[src/rtl/gl_imem_arbiter.sv]
// Single-port instruction BRAM arbiter: host writes > operand bursts > fetch reads.
// Optional fetch starvation guard enabled by defining GL_IMEM_STARVE_GUARD_EN.
module gl_imem_arbiter #(
  parameter int AW           = 32,
  parameter int DW           = 32,
  parameter int MAX_BURST    = 16,
  parameter int STARVE_LIMIT = 8
) (
  input  logic          clk,
  input  logic          reset,
  input  logic          f_req,
  input  logic [AW-1:0] f_addr,
  output logic          f_gnt,
  output logic          f_rvalid,
  input  logic          op_req,
  input  logic [AW-1:0] op_addr,
  input  logic [4:0]    op_len,
  output logic          op_gnt,
  output logic          op_rvalid,
  output logic          op_last,
  input  logic          host_req,
  input  logic [AW-1:0] host_addr,
  input  logic [DW-1:0] host_wdata,
  output logic          host_gnt,
  output logic          bram_en,
  output logic          bram_we,
  output logic [AW-1:0] bram_addr,
  output logic [DW-1:0] bram_din,
  input  logic [DW-1:0] bram_dout,
  output logic [DW-1:0] rdata,
  output logic          busy
);

  typedef enum logic {IDLE = 1'b0, BURST = 1'b1} state_e;

  localparam logic [4:0] MAX_LEN = 5'(MAX_BURST);

  state_e        state_q, state_d;
  logic [AW-1:0] base_q, base_d;
  logic [4:0]    len_q, len_d, cnt_q, cnt_d, len_eff;
  logic          f_tag_q, f_tag_d, op_tag_q, op_tag_d, last_q, last_d;
  logic [DW-1:0] rdata_q;
  logic          fetch_first, sel_op, sel_f;

`ifdef GL_IMEM_STARVE_GUARD_EN
  localparam int SW = $clog2(STARVE_LIMIT + 1);
  localparam logic [SW-1:0] STARVE_MAX = SW'(STARVE_LIMIT);
  logic [SW-1:0] starve_q;

  // saturating count of cycles fetch has waited without a grant
  always_ff @(posedge clk) begin
    if (!reset) begin
      starve_q <= '0;
    end else if (f_gnt) begin
      starve_q <= '0;
    end else if (f_req && (starve_q != STARVE_MAX)) begin
      starve_q <= starve_q + SW'(1);
    end else begin
      starve_q <= starve_q;
    end
  end

  assign fetch_first = (starve_q == STARVE_MAX);
`else
  assign fetch_first = 1'b0;
`endif

  // clamp requested length into 1..MAX_BURST
  always_comb begin
    len_eff = op_len;
    if (op_len == 5'd0) begin
      len_eff = 5'd1;
    end else if (op_len > MAX_LEN) begin
      len_eff = MAX_LEN;
    end else begin
      len_eff = op_len;
    end
  end

  // host always wins; a starved fetch may jump ahead of the operand reader
  assign sel_op = !host_req && op_req && !(fetch_first && f_req);
  assign sel_f  = !host_req && f_req && !sel_op;

  // arbitration, BRAM port drive and next-state logic
  always_comb begin
    state_d   = state_q;
    base_d    = base_q;
    len_d     = len_q;
    cnt_d     = cnt_q;
    f_tag_d   = 1'b0;
    op_tag_d  = 1'b0;
    last_d    = 1'b0;
    f_gnt     = 1'b0;
    op_gnt    = 1'b0;
    host_gnt  = 1'b0;
    bram_en   = 1'b0;
    bram_we   = 1'b0;
    bram_addr = '0;
    bram_din  = '0;
    if (!reset) begin
      state_d = IDLE;
      cnt_d   = 5'd0;
    end else begin
      case (state_q)
        IDLE: begin
          if (host_req) begin
            host_gnt  = 1'b1;
            bram_en   = 1'b1;
            bram_we   = 1'b1;
            bram_addr = host_addr;
            bram_din  = host_wdata;
          end else if (sel_op) begin
            op_gnt    = 1'b1;
            bram_en   = 1'b1;
            bram_addr = op_addr;
            op_tag_d  = 1'b1;
            base_d    = op_addr;
            len_d     = len_eff;
            if (len_eff == 5'd1) begin
              last_d = 1'b1;
            end else begin
              state_d = BURST;
              cnt_d   = 5'd1;
            end
          end else if (sel_f) begin
            f_gnt     = 1'b1;
            bram_en   = 1'b1;
            bram_addr = f_addr;
            f_tag_d   = 1'b1;
          end else begin
            bram_en = 1'b0;
          end
        end
        BURST: begin
          bram_en   = 1'b1;
          bram_addr = base_q + AW'(cnt_q);
          op_tag_d  = 1'b1;
          cnt_d     = cnt_q + 5'd1;
          if (cnt_q == (len_q - 5'd1)) begin
            last_d  = 1'b1;
            state_d = IDLE;
            cnt_d   = 5'd0;
          end else begin
            state_d = BURST;
          end
        end
        default: begin
          state_d = IDLE;
          cnt_d   = 5'd0;
        end
      endcase
    end
  end

  // state, burst context, read-return tags and read data capture
  always_ff @(posedge clk) begin
    if (!reset) begin
      state_q  <= IDLE;
      base_q   <= '0;
      len_q    <= 5'd0;
      cnt_q    <= 5'd0;
      f_tag_q  <= 1'b0;
      op_tag_q <= 1'b0;
      last_q   <= 1'b0;
      rdata_q  <= '0;
    end else begin
      state_q  <= state_d;
      base_q   <= base_d;
      len_q    <= len_d;
      cnt_q    <= cnt_d;
      f_tag_q  <= f_tag_d;
      op_tag_q <= op_tag_d;
      last_q   <= last_d;
      rdata_q  <= bram_dout;
    end
  end

  assign f_rvalid  = f_tag_q;
  assign op_rvalid = op_tag_q;
  assign op_last   = last_q;
  assign rdata     = rdata_q;
  assign busy      = (state_q == BURST);

endmodule
[config.mk]
export PLATFORM = sky130hd
export DESIGN_NAME = gl_imem_arbiter
export DESIGN_NICKNAME = d
export VERILOG_FILES = /design/src/rtl/gl_imem_arbiter.sv
export SDC_FILE = /design/constraint.sdc
export NUM_CORES = 1
export LEC_CHECK = 0
export CORE_MARGIN = 5
export CORE_UTILIZATION = 28
export CTS_BUF_LIST = sky130_fd_sc_hd__clkbuf_4
export DETAILED_ROUTE_END_ITERATION = 16
export HOLD_SLACK_MARGIN = 0.02
export PLACE_DENSITY = 0.6
export SLEW_MARGIN = 20
export SYNTH_ARGS = -nofsm -noshare
export SYNTH_HDL_FRONTEND = slang
export SYNTH_SLANG_ARGS = --single-unit
[constraint.sdc]
create_clock -name clk -period 3.1 [get_ports clk]
set_input_delay 0.465 -clock clk [delete_from_list [all_inputs] [get_ports clk]]
set_output_delay 0.465 -clock clk [all_outputs]
set_load 0.02 [all_outputs]
==> impl_metrics.ini, run 1 <==
[drt]
via_per_inst = 5.011
drc = 0
drt_iter0_drc = 220
dr.pass1.iters = 5
ant_nets = 0
vias = 5632
routed_wl_um = 20660
wire_per_inst_um = 18.38

[clock_tree]
clockBufferDepth = 2
clkTransAtPathRegs_ps = 130
cts_tree = yes
worstSkewPairLatency_ps = 460
numCtsBuffers = 9
htreeDepth = 3
clock-sinks = 78
root_buffer = clkbuf_4

[synthesis]
ys_async_sr_fraction_pct = 0
synthCells = 620
syn_area_per_cell_um2 = 7.745
syn-cell-area_mm2 = 0.004802
synth_edf_count = 0
yosysSeqAreaShare_pct = 32.52
synth_nets = 798
synth_ff_type = dfxtp_1
synth.ff_latch_count = 78
yosysWarnings = 0
yosysUniqueCellTypes = 70

[global_route]
overflow = 0
grt_pass1_wl_um = 31460
grt_max_degree = 38
antenna_found_initial = 1
track_usage_pct = 19.89
grt_pass1_vias = 5460

[sta]
period_share_pct = 99.16
grt_setup_unrepaired = yes
hold_viol = 0
finClkSkew_ps = 9.219
max_freq_mhz = 325.3
tightest_slew_ps = 560.4
finalSetupViolations = 0
maxSlewHeadroom_pct = 62.44
slew_viol_final = 0
period_minus_slack_ps = 3074

[place]
hpwlAfterDp_um = 15760
gp_congestion = 0.8071
io_buffers = 274

[worst_setup_path]
crit_start = base_q[0]
end_kind = output port
endpoint = bram_addr[28]
rrSetupSlack_ps = 1250
r2r-start = len_q[0]
crit_path_max_fanout = 3
critical_path_class = reg -> out
r2r_end = cnt_q[1]
critPathArrivalTime_ps = 2610
worstPathRequired_ps = 2630
r2r_cells = 7
startpoint_type = register

[pwr]
p_total_mw = 2.615
total_leakage_power_nw = 3.161
peakVddDrop_uv = 197.0
p_per_area_mw_per_mm2 = 316.9

[floorplanning]
start_util_pct = 28.75
core-area_mm2 = 0.01670
io_pins = 275
die_y_um = 141.0
rows = 47
die-width_um = 141.0
dieArea_mm2 = 0.01987

[min_path]
hp-class = reg -> reg

[run]
drv_cap = 0

[layout]
utilization_pct = 49.41
syn_to_final_growth_pct = 71.83
nets = 1076
drive_above_1_share_pct = 13.95

[status]
outcome = complete, no violations
## repair_timing
item,4_1_cts,5_1_grt
setup buffers,5,1
setup endpoints to repair,31,25
hold buffers,0,0
pin swaps,18,14
endpoints found under the hold margin,0,0
resized for setup,120,36
## power by group
group          leakage [nW]  switching [mW]  internal [mW]
Sequential            0.644          0.0414           1.05
Clock                0.0700           0.392          0.252
Combinational          2.45           0.407          0.469
Total                  3.16           0.840           1.77
## critical path, stage by stage, from the launching register on
cell and delay (ps):
dfxtp_2 380, ha_4 140, inv_2 30, fa_2 330, and2b_2 260, o2111ai_4 150
buf_6 160, a211oi_4 190, mux2i_1 120, nor3_1 190, buf_2 190
## kinds of logic after synthesis
group / Yosys count / share of synthesized area [%]
compound gates: 173 / 25.20
xor+xnor: 21 / 4.117
fa+ha+maj: 8 / 2.241
buf+inv: 65 / 5.602
flops: 78 / 32.52
mux: 2 / 0.4169
simple gates: 273 / 29.91
## worst min path at each step
stage,to,cells after the start,start,slack [ps]
CTS,base_q[2],2,base_q[2],480
detailed placement,base_q[2],2,base_q[2],460
global route,base_q[31],2,base_q[31],500
floorplan,base_q[0],2,base_q[0],440
global placement,base_q[31],2,base_q[31],460
finish,base_q[31],2,base_q[31],480
## synthesized netlist by cell type, types with 8 or more instances
cell type | instances | area, um^2
a211oi_1 | 9 | 67.56
xnor2_1 | 14 | 122.6
a21oi_1 | 55 | 275.3
and3_1 | 37 | 231.5
nor2_1 | 21 | 78.83
a221oi_1 | 14 | 122.6
nand3_1 | 15 | 75.07
dfxtp_1 | 78 | 1562
buf_2 | 11 | 55.05
and2_1 | 39 | 244.0
and4_1 | 8 | 70.07
nand2_1 | 100 | 375.4
clkbuf_1 | 34 | 127.6
nor3_1 | 17 | 85.08
o21ai_0 | 31 | 155.2
inv_1 | 13 | 48.80
a22oi_1 | 12 | 90.09
## final cells by class
cell class              count  area [um^2]
diodes                      1        2.502
clock buffers              10        75.07
clock inverters             6        62.56
fillers                  1708         8449
inverters                  14        52.55
multi-input cells         477         3120
flip-flops and latches     78         1568
well taps                 220        275.3
repair buffers            318         3095
## stage by stage
stage                     worst slack [ps]  cells  setup TNS [ps]  cell area [um^2]  hold slack, ps
after floorplan                      306.9    620               0              4802           440.6
after global placement              -55.47   1102          -227.6              7960           456.4
after detailed placement            -97.49   1102          -459.4              7960           457.7
after CTS                           -114.3   1123          -351.9              8175           476.0
after global routing                -161.8   1124          -936.3              8252           500.0
final                                26.02   1124               0              8252           477.7
## placed cells by master (no fill, tap or decap), types with 12 or more instances in the layout
master           instances
nand3_1                 13
and2_1                  38
a21oi_1                 51
xnor2_1                 13
buf_4                   39
and3_1                  34
nor3_1                  16
dfxtp_1                 75
o21ai_0                 31
clkdlybuf4s50_1        241
a221oi_1                14
nand2_1                100
a22oi_1                 12
nor2_1                  20
## registers in the layout (all words and copies together) (netlist names)
| register | flops |
|---|---|
| base_q | 32 |
| op_last | 1 |
| len_q | 5 |
| cnt_q | 5 |
| f_rvalid | 1 |
| busy | 1 |
| rdata | 32 |
| op_rvalid | 1 |
## routing by layer
layer	GRT usage, %	wire length [um]	up-vias
met1	25.09	9121	2620
met4	4.182	205	0
met5	0	0	-
met3	5.858	1328	14
li1	-	-	2789
met2	33.77	10010	209
Note: power is estimated with default switching activity, not from simulation.
==> run 2, diff against run 1 <==
- RECOVER_POWER: default -> 50
==> impl_metrics.ini, run 2 (synthesis gave the netlist of run 1 again) <==
[floorplanning]
io_pins = 275
dieArea_mm2 = 0.01987
rows = 47
start_util_pct = 28.75
die_y_um = 141.0
core-area_mm2 = 0.01670
die-width_um = 141.0

[sta]
finalSetupViolations = 0
max_freq_mhz = 323.5
grt_setup_unrepaired = yes
tightest_slew_ps = 898.4
maxSlewHeadroom_pct = 39.64
period_minus_slack_ps = 3091
finalSetupTns_ps = 0
period_share_pct = 99.72
finClkSkew_ps = 9.403
setup_slack_ps = 8.746
hold_viol = 0
slew_viol_final = 0
hold_ws_ps = 476.3

[global_route]
grt_pass1_wl_um = 31460
track_usage_pct = 19.89
grt_pass1_vias = 5460
antenna_found_initial = 1
overflow = 0
grt_max_degree = 38

[drt]
vias = 5652
wl_met2_um = 10080
dr_wl_met3_um = 1239
routed_wl_um = 20730
top_layer = met4
wire_per_inst_um = 18.45
dr.pass1.iters = 5
ant_nets = 0
via_per_inst = 5.028
drt_iter0_drc = 214
wl_met1_um = 9226
drc = 0

[min_path]
hp-class = reg -> reg

[worst_setup_path]
critical_path_class = reg -> out
slowest_stage = dfxtp_2
startpoint_type = register
cpPeakStageDelay_ps = 380
path_buf_inv = 3
end_kind = output port
critical-path-top-delay-family = adder cells
path_cells = ha_4, inv_2, fa_2, and2b_2, o2111ai_4, buf_6, a211oi_4, mux2i_1, nor3_1, buf_2
worstPathRequired_ps = 2630
critPathArrivalTime_ps = 2630
crit_path_max_fanout = 3

[clock_tree]
numCtsBuffers = 9
htreeDepth = 3
cts_tree = yes
clock-sinks = 78
worstSkewPairLatency_ps = 470
clkTransAtPathRegs_ps = 130
hold_buffers = 0
root_buffer = clkbuf_4
clockBufferDepth = 2

[status]
outcome = complete, no violations

[place]
gp_congestion = 0.8071
io_buffers = 274
dp_slack_ps = -97.49
placed_area_mm2 = 0.007960
place_inst = 1102
hpwlAfterDp_um = 15760

[layout]
syn_to_final_growth_pct = 71.31
final_common_cell = clkdlybuf4s50_1
mostFrequentLayoutCells = 215 x clkdlybuf4s50_1, 100 x nand2_1, 75 x dfxtp_1, 51 x a21oi_1, 38 x buf_4
final_area_mm2 = 0.008227
nets = 1076
fin_cells = 1124
drive_above_1_share_pct = 13.62
utilization_pct = 49.26

[pwr]
peakVddDrop_uv = 195.4
p_per_area_mw_per_mm2 = 316.7
p_total_mw = 2.605
total_leakage_power_nw = 3.192

[run]
drv_cap = 0
==> run 2: area by class of cell <==
type	count	area [um^2]
inverter	14	52.55
clock buffer	10	75.07
multi-input combinational	477	3115
antenna	1	2.502
fill	1709	8474
clock inverter	6	62.56
tap	220	275.3
sequential	78	1568
timing repair buffer	318	3075
==> run 2: worst reg2reg max path, delay by kind of cell, from the launching register on <==
kind	cells	cell delay, ps
buffers and inverters	1	650
AO/OA/AOI/OAI	1	160
AND/OR/NAND/NOR	3	920
flip-flops	1	440
==> run 2: where the power goes <==
part,switching (mW),internal [mW],leakage [nW]
Clock,0.395,0.251,0.0700
Sequential,0.0407,1.05,0.644
Combinational,0.405,0.459,2.48
==> run 2: metal layers <==
layer  up-vias  track usage [%]
met5         -                0
met4         0            4.182
met3        19            5.858
met2       201            33.77
met1      2641            25.09
li1       2791                -
==> run 2: final timing paths <==
path	from	endpoint	slack [ps]	depth (start not counted)
setup reg to reg	busy	len_q[2]	880	5
hold / removal	base_q[31]	base_q[31]	480	2
setup / recovery	base_q[0]	bram_addr[28]	9	10
hold reg to reg	base_q[31]	base_q[31]	480	2
==> run 2: repair_timing <==
action	4_1_cts	5_1_grt
setup buffers	5	1
resized for setup	120	36
endpoints found under the hold margin	0	0
endpoints found under the setup margin	31	25
pin swaps	18	14
==> run 3, diff against run 2 <==
- ABC_AREA: default -> 0
- CORE_UTILIZATION: 28 -> 40
- PLACE_DENSITY: 0.6 -> 0.82
- SLEW_MARGIN: 20 -> default
==> impl_metrics.ini, run 3 (synthesis gave the netlist of run 1 again) <==
[clock_tree]
numCtsBuffers = 9
clkTransAtPathRegs_ps = 140
cts_tree = yes
htreeDepth = 3
root_buffer = clkbuf_4
clock-sinks = 78
hold_buffers = 0
clockBufferDepth = 2
worstSkewPairLatency_ps = 440

[layout]
utilization_pct = 68.50
mostFrequentLayoutCells = 205 x clkdlybuf4s50_1, 100 x nand2_1, 75 x dfxtp_1, 50 x a21oi_1, 43 x buf_4
drive_above_1_share_pct = 14.66
fin_cells = 1054
nFillCells = 974
nets = 1080
num_antenna_cells = 0
final_area_mm2 = 0.008159
final_common_cell = clkdlybuf4s50_1
syn_to_final_growth_pct = 69.91

[pwr]
power_frac_seq_pct = 41.9
total_leakage_power_nw = 3.233
power_switching_mw = 0.8457
swShare_pct = 32.53
clkPwrFrac_pct = 24.7
peakVddDrop_uv = 147.6
internal_power_mw = 1.754
p_total_mw = 2.600
p_per_area_mw_per_mm2 = 318.7
p_comb_share_pct = 33.4

[global_route]
grt_pass1_wl_um = 31950
grt_max_degree = 45
grt_pass1_vias = 5918
overflow = 0
track_usage_pct = 27.71
antenna_found_initial = 0

[sta]
period_minus_slack_ps = 3206
maxSlewHeadroom_pct = 31.42
hold_ws_ps = 482.5
grt_setup_unrepaired = yes
max_freq_mhz = 311.9
period_share_pct = 103.4
tightest_slew_ps = 1021
setup_slack_ps = -106.3
finalSetupViolations = 8
slew_viol_final = 0
hold_viol = 0
finClkSkew_ps = 17.25

[worst_setup_path]
crit_path_max_fanout = 7
startpoint_type = register
critPathArrivalTime_ps = 2740
crit_top_cell = buf_6
path_cells = ha_4, inv_2, fa_2, and2b_2, o2111ai_4, buf_6, buf_6, a21oi_4, xnor2_2, a211oi_2, buf_4
critical_path_class = reg -> out
slowest_stage = dfxtp_2
cpPeakStageDelay_ps = 380
worstPathRequired_ps = 2630
end_kind = output port

[floorplanning]
core-area_mm2 = 0.01191
die_y_um = 119.6
dieArea_mm2 = 0.01430
die-width_um = 119.6
rows = 40
io_pins = 275
start_util_pct = 40.32

[drt]
via_per_inst = 5.667
drt_iter0_drc = 460
wire_per_inst_um = 19.58
ant_nets = 0
drc = 0
routed_wl_um = 20640
vias = 5973
dr.pass1.iters = 5

[min_path]
hp-class = reg -> reg

[place]
placed_area_mm2 = 0.007816
io_buffers = 274
hpwlAfterDp_um = 15620
place_inst = 1026
gp_congestion = 0.9366

[run]
drv_cap = 0

[status]
violations = setup timing
outcome = finished, violations left
run 3: changes by cell type in the layout (fill, tap and decap cells not counted), sizes merged:
| cell | before | now |
|---|---|---|
| clkdlybuf4s50 | 215 | 205 |
| dlygate4sd3 | 26 | 36 |
| buf | 59 | 65 |
| clkbuf | 17 | 15 |
| dlymetal6s2s | 2 | 0 |
| inv | 13 | 15 |
| clkinvlp | 2 | 1 |
| diode | 1 | 0 |
| dlygate4sd2 | 6 | 7 |
run 3: worst paths after layout:
| check | start | endpoint | depth (start not counted) | slack, ps |
|---|---|---|---|---|
| worst max-delay path | cnt_q[0] | bram_addr[10] | 11 | -110 |
| worst min-delay path | base_q[31] | base_q[31] | 2 | 480 |
| worst max register to register | len_q[0] | busy | 6 | 790 |
| worst min register to register | base_q[31] | base_q[31] | 2 | 480 |
run 3: worst max-delay path, delay by kind of cell, from the launching register on:
family                     cells  cell delay [ps]
and+or+nand+nor                1              250
adders and majority gates      2              470
AOI/OAI and AO/OA              3              580
DFF                            1              380
xor gates and xnor gates       1               80
buffers and inverters          4              530
run 3: final cells by class:
class | instances | area (um^2) | share of cell area (%)
Clock buffer | 9 | 67.56 | 0.8281
Multi-Input combinational cell | 477 | 3115 | 38.18
Sequential cell | 78 | 1565 | 19.18
Inverter | 14 | 52.55 | 0.6441
Clock inverter | 7 | 73.82 | 0.9048
Timing Repair Buffer | 322 | 3100 | 38.00
Tap cell | 147 | 183.9 | 2.254
run 3: power groups by stage:
stage	Combinational (mW)	Clock, mW	Sequential (mW)
2_1_floorplan	0.353	0	1.14
4_1_cts	0.875	0.650	1.09
6_report	0.868	0.641	1.09
5_1_grt	0.928	0.700	1.10
3_3_place_gp	0.864	0	1.11
3_5_place_dp	0.877	0	1.11
run 3: metrics by stage:
| stage | TNS [ps] | worst slack [ps] |
|---|---|---|
| final | -358.7 | -106.3 |
| after global routing | -2089 | -278.9 |
| after CTS | -611.6 | -158.5 |
| after detailed placement | -779.2 | -116.0 |
| after global placement | -27.92 | -27.92 |
| after floorplan | 0 | 306.9 |
run 3: timing repair:
item,CTS,global route
resized for setup,128,39
setup buffers,5,9
pin swaps,14,12
endpoints found under the setup margin,31,25
endpoints found under the hold margin,0,0
run 3: layer usage:
layer	vias to the layer above	track usage, %	wire length [um]
met1	2802	33.42	8137
li1	2803	-	-
met4	0	7.516	374
met3	35	7.116	1851
met5	-	0	0
met2	333	48.87	10280
